--- src/rtl/pipe_ctrl_pkg.sv ---
// Shared stage indices and per-source stall/flush vectors for the pipeline hazard sequencer.
package pipe_ctrl_pkg;

  localparam int STG_PC      = 0;
  localparam int STG_IF2ID   = 1;
  localparam int STG_ID2EXE  = 2;
  localparam int STG_EXE2MEM = 3;
  localparam int STG_MEM2WB  = 4;

  typedef logic [4:0] stage_vec_t;

  // Each source holds everything upstream of its stage and bubbles the register just downstream.
  localparam stage_vec_t EXC_STALL = '0;
  localparam stage_vec_t EXC_FLUSH = stage_vec_t'((1 << STG_IF2ID) | (1 << STG_ID2EXE) |
                                                  (1 << STG_EXE2MEM) | (1 << STG_MEM2WB));
  localparam stage_vec_t MEM_STALL = stage_vec_t'((1 << STG_PC) | (1 << STG_IF2ID) |
                                                  (1 << STG_ID2EXE) | (1 << STG_EXE2MEM));
  localparam stage_vec_t MEM_FLUSH = stage_vec_t'(1 << STG_MEM2WB);
  localparam stage_vec_t DIV_STALL = stage_vec_t'((1 << STG_PC) | (1 << STG_IF2ID) |
                                                  (1 << STG_ID2EXE));
  localparam stage_vec_t DIV_FLUSH = stage_vec_t'(1 << STG_EXE2MEM);
  localparam stage_vec_t LU_STALL  = stage_vec_t'((1 << STG_PC) | (1 << STG_IF2ID));
  localparam stage_vec_t LU_FLUSH  = stage_vec_t'(1 << STG_ID2EXE);

endpackage

--- src/rtl/div_timer.sv ---
// Occupancy timer for the multi-cycle divider: holds the pipeline for DIV_CYCLES cycles, then pulses done.
module div_timer
  import pipe_ctrl_pkg::*;
#(
  parameter int DIV_CYCLES = 32
) (
  input  logic clk_i,
  input  logic rst_i,
  input  logic start_i,
  input  logic abort_i,
  output logic div_stall_o,
  output logic busy_o,
  output logic done_o
);

  localparam int CW = (DIV_CYCLES > 1) ? $clog2(DIV_CYCLES) : 1;
  localparam logic [CW-1:0] CNT_LOAD = CW'(DIV_CYCLES - 1);

  logic          busy_q;
  logic [CW-1:0] cnt_q;
  logic          start_ok;

  // Start is only sampled while idle, so the held level is ignored on the done cycle.
  assign start_ok    = ~busy_q & start_i & ~abort_i;
  assign div_stall_o = start_ok | (busy_q & (cnt_q != '0));
  assign done_o      = busy_q & (cnt_q == '0) & ~abort_i & ~rst_i;
  assign busy_o      = busy_q;

  always_ff @(posedge clk_i) begin
    if (rst_i || abort_i) begin
      busy_q <= 1'b0;
      cnt_q  <= '0;
    end else if (start_ok) begin
      busy_q <= 1'b1;
      cnt_q  <= CNT_LOAD;
    end else if (busy_q) begin
      if (cnt_q != '0) begin
        cnt_q <= cnt_q - CW'(1);
      end else begin
        busy_q <= 1'b0;
      end
    end
  end

endmodule

--- src/rtl/pipe_hazard_ctrl.sv ---
// Central stall/flush sequencer: exception > memory wait > divide > load-use, one source per cycle.
// Optional stall-cycle counter enabled by defining PIPE_HAZARD_CTRL_PERF_EN.
module pipe_hazard_ctrl
  import pipe_ctrl_pkg::*;
#(
  parameter int DIV_CYCLES = 32
) (
  input  logic        clk_i,
  input  logic        rst_i,
  input  logic [4:0]  id_rs_i,
  input  logic [4:0]  id_rt_i,
  input  logic        ex_rmem_i,
  input  logic [4:0]  ex_waddr_i,
  input  logic        ex_div_start_i,
  input  logic        mem_req_i,
  input  logic        mem_ack_i,
  input  logic        except_valid_i,
  input  logic [31:0] except_target_i,
  output logic [4:0]  stall_o,
  output logic [4:0]  flush_o,
  output logic        redirect_o,
  output logic [31:0] redirect_pc_o,
  output logic        div_busy_o,
  output logic        div_done_o
`ifdef PIPE_HAZARD_CTRL_PERF_EN
  ,
  output logic [31:0] stall_cycles_o
`endif
);

  logic div_stall;
  logic mem_wait;
  logic load_use;

  div_timer #(
    .DIV_CYCLES (DIV_CYCLES)
  ) u_div_timer (
    .clk_i       (clk_i),
    .rst_i       (rst_i),
    .start_i     (ex_div_start_i),
    .abort_i     (except_valid_i),
    .div_stall_o (div_stall),
    .busy_o      (div_busy_o),
    .done_o      (div_done_o)
  );

  assign mem_wait = mem_req_i & ~mem_ack_i;
  // $0 is hardwired, so a load targeting it can never create a dependency.
  assign load_use = ex_rmem_i & (ex_waddr_i != 5'd0) &
                    ((ex_waddr_i == id_rs_i) | (ex_waddr_i == id_rt_i));

  always_comb begin
    stall_o       = '0;
    flush_o       = '0;
    redirect_o    = 1'b0;
    redirect_pc_o = '0;
    if (except_valid_i) begin
      stall_o       = EXC_STALL;
      flush_o       = EXC_FLUSH;
      redirect_o    = 1'b1;
      redirect_pc_o = except_target_i;
    end else if (mem_wait) begin
      stall_o = MEM_STALL;
      flush_o = MEM_FLUSH;
    end else if (div_stall) begin
      stall_o = DIV_STALL;
      flush_o = DIV_FLUSH;
    end else if (load_use) begin
      stall_o = LU_STALL;
      flush_o = LU_FLUSH;
    end
  end

`ifdef PIPE_HAZARD_CTRL_PERF_EN
  logic [31:0] stall_cycles_q;

  always_ff @(posedge clk_i) begin
    if (rst_i) begin
      stall_cycles_q <= '0;
    end else if (stall_o[STG_PC]) begin
      stall_cycles_q <= stall_cycles_q + 32'd1;
    end
  end

  assign stall_cycles_o = stall_cycles_q;
`endif

endmodule

--- config.mk ---
export PLATFORM = sky130hd
export DESIGN_NAME = pipe_hazard_ctrl
export DESIGN_NICKNAME = d
export VERILOG_FILES = /design/src/rtl/pipe_ctrl_pkg.sv /design/src/rtl/div_timer.sv /design/src/rtl/pipe_hazard_ctrl.sv
export SDC_FILE = /design/constraint.sdc
export NUM_CORES = 1
export LEC_CHECK = 0
export BUFFER_PORTS_ARGS = -buffer_cell sky130_fd_sc_hd__buf_2
export CORE_MARGIN = 1.5
export CORE_UTILIZATION = 30
export DETAILED_ROUTE_END_ITERATION = 6
export PLACE_DENSITY = 0.86
export REMOVE_ABC_BUFFERS = 1
export SYNTH_ARGS = -nofsm -noshare
export SYNTH_HDL_FRONTEND = slang
export SYNTH_SLANG_ARGS = --single-unit
--- constraint.sdc ---
create_clock -name clk_i -period 2.45 [get_ports clk_i]
set_input_delay 0.49 -clock clk_i [delete_from_list [all_inputs] [get_ports clk_i]]
set_output_delay 0.49 -clock clk_i [all_outputs]
set_load 0.02 [all_outputs]
Word level (Yosys, flattened, before mapping)
Index checks and enable logic that the tools add are counted.

Bits in registers: 6. Latch bits: 0. RAM bits: 0. ROM bits: 0. Bits of input ports: 54. Output and inout port bits: 45. Word-level logic and storage cells: 43. Memories kept: 0.

Add/subtract/negate cells: 1. $mul: 0. Div/mod/pow operators: 0. Magnitude comparators: 0. Equality and inequality tests: 2. Shift operators: 0. Multiplexer cells: 16. Bitwise logic cells: 15. Reduce and logical (&&, ||, !) cells: 7.

Operators by type and width (number): $mux W32 (1); $mux W5 (5); $mux W4 (3); $eq A5 B5 Y1 (2); $reduce_bool A5 Y1 (2); $and A1 B1 Y1 (9); $mux W3 (2); $logic_not A5 Y1 (1); $sub A5 B1 Y5 const B (1); $mux W1 (4); $not A1 Y1 (4); $reduce_bool A2 Y1 (2); $mux W2 (1); $or A1 B1 Y1 (2); $reduce_and A2 Y1 (1); $logic_or A1 B1 Y1 (1).

Depth between registers and ports, before layout
Word-level depth: 7. Mapped depth: 6. Mapped depth without buffers: 6.

Hierarchy
From an unflattened synthesis, not the netlist that was laid out.

Cells, all modules: 105. Area, all modules: 764.5 um^2.

Modules (own cells, without submodules): pipe_hazard_ctrl (times used 1, cells each 69, area an instance 437.9 um^2, seq. area each 0.0 um^2); div_timer (times used 1, cells each 36, area an instance 326.6 um^2, seq. area each 120.1 um^2).

Worst setup path after synthesis
OpenSTA, ideal clock, no wires.

Path kind: register -> output. From: register u_div_timer.cnt_q[0]. To: output port flush_o[2]. Data arrival time: 1.797 ns. Data required time: 1.960 ns. Slack: 0.163 ns. Cell stages (with the launch flop): 7. Buffers on the path: 0. Cells stage by stage: dfxtp_1 > inv_1 > ha_1 > or4b_4 > a221oi_4 > o211ai_1 > o21ai_1.

Cells in the longest elaborated chain, start to end: 6.

Ends and longest elaborated chain: from (decl) (line div_timer.sv:20) `logic [CW-1:0] cnt_q;`; from (signal assigned) (line div_timer.sv:38) `cnt_q <= cnt_q - CW'(1);`; $reduce_bool A5 Y1 (line div_timer.sv:25) `assign div_stall_o = start_ok | (busy_q & (cnt_q != '0));`; $and A1 B1 Y1 (line div_timer.sv:25); $or A1 B1 Y1 (line div_timer.sv:25); $mux W4 (line pipe_hazard_ctrl.sv:65) `end else if (div_stall) begin`; $mux W5 (line pipe_hazard_ctrl.sv:62) `end else if (mem_wait) begin`; $mux W5 (line pipe_hazard_ctrl.sv:57) `if (except_valid_i) begin`; to (decl) (line pipe_hazard_ctrl.sv:20) `output logic [4:0] flush_o,`.

No other way between the ends.

Worst setup path after layout
From: register u_div_timer.cnt_q[0]. To: output port stall_o[0].

Cells in the longest elaborated chain, start to end: 6.

Ends and longest elaborated chain: $reduce_bool A5 Y1 (line div_timer.sv:25); $and A1 B1 Y1 (line div_timer.sv:25); $or A1 B1 Y1 (line div_timer.sv:25); $mux W3 (line pipe_hazard_ctrl.sv:65); $mux W4 (line pipe_hazard_ctrl.sv:62); $mux W4 (line pipe_hazard_ctrl.sv:57); to (decl) (line pipe_hazard_ctrl.sv:19) `output logic [4:0] stall_o,`.

No other way between the ends.

==> results_dict.tcl <==
set metrics [dict create \
    grt_max_degree 31 \
    wl_per_cell_um 12.08 \
    routabilityCongestion 0.8088 \
    p_comb_share_pct 54.0 \
    p_seq_share_pct 24.9 \
    worstSetupEndpointType "output port" \
    core-area_um2 2276 \
    yosys_warnings 0 \
    clock-root-buffer "clkbuf_4" \
    final_cell_mix "buf_2, and2_1, xor2_1, nor2_1" \
    layout_commonest_cell "buf_2" \
    place.port_buffers 96 \
    layout.nets 253 \
    p_per_area_nw_per_um2 345.0 \
    synth.largest_area_cell "and2_1" \
    syn_area_um2 744.5 \
    hold_violations 0 \
    crit_type "register to output port" \
    clkPwrFrac_pct 21.0 \
    cts_tree "yes" \
    synth-seq-cells 6 \
    ir_drop_v 0.0002390 \
    routed_via_density 4.509 \
    insertion_delay_ns 0.25 \
    min_path_type "register to register" \
    dp_slack_ns 0.1234 \
    cts_buffers 3 \
    slowest_stage "or4b_4" \
    clk_pin_slew_ns 0.05 \
    overflow 0 \
    rsz0062_at_grt "true" \
    hpwl_um 2262 \
    antenna_cells 0 \
    drt_iter0_markers 5 \
    power.share.switching_pct 39.51 \
    status "finished clean" \
    period_needed_ns 2.424 \
    worstPathArrival_ns 1.93 \
    synth.area.top_cells "and2_1, dfxtp_1, xor2_1, buf_4, a311oi_1" \
    critPathMaxFanout 3 \
    timing.final.ws_setup_ns 0.02625 \
    die_x_um 52.82 \
    finalSetupViolCount 0 \
    cts_sinks 6 \
    cpPeakStageDelay_ns 0.50 \
    firstDrtPassIters 4 \
    grt_pass1_vias 824 \
    die-area_um2 2789 \
    grt_antenna_before_repair 0 \
    wl_um 2705 \
    start_kind "register" \
    synthesis.instances 103 \
    p_sw_uw 175.1 \
    worstPathRequired_ns 1.96 \
    leakagePower_nw 0.7226 \
    timing.fmax_mhz 412.6 \
    post_synth_num_cell_types 27 \
    totalPowerFinal_uw 443.3 \
    ctsLongestPathBuffers 2 \
    drcViolationCount 0 \
    h-tree-depth 1 \
    grt_pass1_wl_um 3781 \
    fin_skew_ns 0.003599 \
    initial_core_util_pct 32.71 \
    io_pins 99 \
    hold_buffers 0 \
    area_growth_pct 72.60 \
    synth.avg_cell_area_um2 7.228 \
    grt_usage_pct 18.94 \
    utilization_pct 56.46 \
    max_cap_viol_count 0 \
    seq_area_frac_synth_pct 16.13 \
    postRouteAntennaNets 0 \
    fin_crit_sh_pct 98.93 \
    die_y_um 52.82 \
    drive_gt1_share_pct 57.14 \
    report.final.slew_viol_count 0 \
    path_cells "inv_2 > ha_4 > or4b_4 > a221oi_4 > buf_4 > o22ai_2 > buf_2" \
    p_int_uw 268.2 \
    dr_total_vias 1010 \
    row_count 17 \
    synth_top_area_share_pct 26.89 \
]
==> synth_stat cells <==
cell type	number
and2_1	32
xor2_1	10
clkbuf_1	6
dfxtp_1	6
nor2_1	6
buf_4	5
nand2_1	5
a311oi_1	4
inv_1	4
nor3_1	4
a21oi_1	3
o211ai_1	2
or2_2	2
a21o_1	1
a221oi_4	1
a22oi_1	1
a31oi_1	1
conb_1	1
ha_1	1
nand2b_1	1
nand3_1	1
nor2b_1	1
o21ai_1	1
o22ai_1	1
or4_1	1
or4b_4	1
xnor2_1	1
==> worst max-delay path: cells and delay by family, from the launching register on <==
kind                       cells  cell delay [ns]
and+or+nand+nor                1             0.50
buffers and inverters          3             0.42
AOI/OAI and AO/OA              2             0.33
DFF                            1             0.31
adders and majority gates      1             0.14
==> stage by stage <==
stage / area (um^2) / TNS [ns] / hold WS (ns) / instances
finish: 1285 / 0 / 0.4955 / 224
global route: 1285 / -0.1601 / 0.5070 / 224
CTS: 1264 / 0 / 0.5080 / 223
detailed placement: 1211 / 0 / 0.4911 / 218
global placement: 1211 / 0 / 0.4875 / 218
floorplan: 688.2 / 0 / 0.4643 / 93
==> sequential cells by signal (all words and copies together), names as in the netlist <==
signal and flops:
u_div_timer.cnt_q 5, u_div_timer.busy_o 1
==> timing repair <==
action                     4_1_cts  5_1_grt
resized for setup                5        4
buffers inserted                 2        1
setup endpoints to repair        4        5
pin swaps                        2        0
==> final cells by class <==
type                       count  area, um^2
tap                           28       35.03
fill                         229       991.0
clock buffer                   3       22.52
sequential                     6       121.4
inverter                       4       15.01
timing repair buffer         100       519.2
multi-input combinational     83       571.8
==> path summary, 6_finish.rpt <==
check,end,cells past startpoint,startpoint,slack (ns)
hold reg to reg,u_div_timer.cnt_q[1],2,u_div_timer.cnt_q[1],0.50
setup reg to reg,u_div_timer.cnt_q[2],6,u_div_timer.cnt_q[0],0.78
hold / removal,u_div_timer.cnt_q[1],2,u_div_timer.cnt_q[1],0.50
setup / recovery,stall_o[0],7,u_div_timer.cnt_q[0],0.03
==> power groups by stage <==
stage	sequential (mW)	clock (mW)	combinational (mW)
floorplan	0.111	0	0.122
global placement	0.111	0	0.221
detailed placement	0.111	0	0.224
CTS	0.110	0.0930	0.234
global route	0.111	0.101	0.260
finish	0.110	0.0933	0.240
==> logic make-up (layout without fill, tap and decap cells) <==
kind of cell    count (synthesis)  in the layout  synth area share (%)
simple gates                   54             54                 42.02
compound gates                 15             15                 16.64
buf+inv                        15            107                 10.08
xor+xnor                       11             11                 12.94
flops                           6              6                 16.14
fa+ha+maj                       1              1                 1.680
other cells                     1              2                0.5037
==> layer usage <==
layer  up-vias  wire length, um  GRT usage, %
met5         -                0             0
met3         0              290         5.714
met2        58             1390         37.29
li1        519                -             -
met4         0                0         2.991
met1       433             1023         19.52
Note: power is estimated with default switching activity, not from simulation.
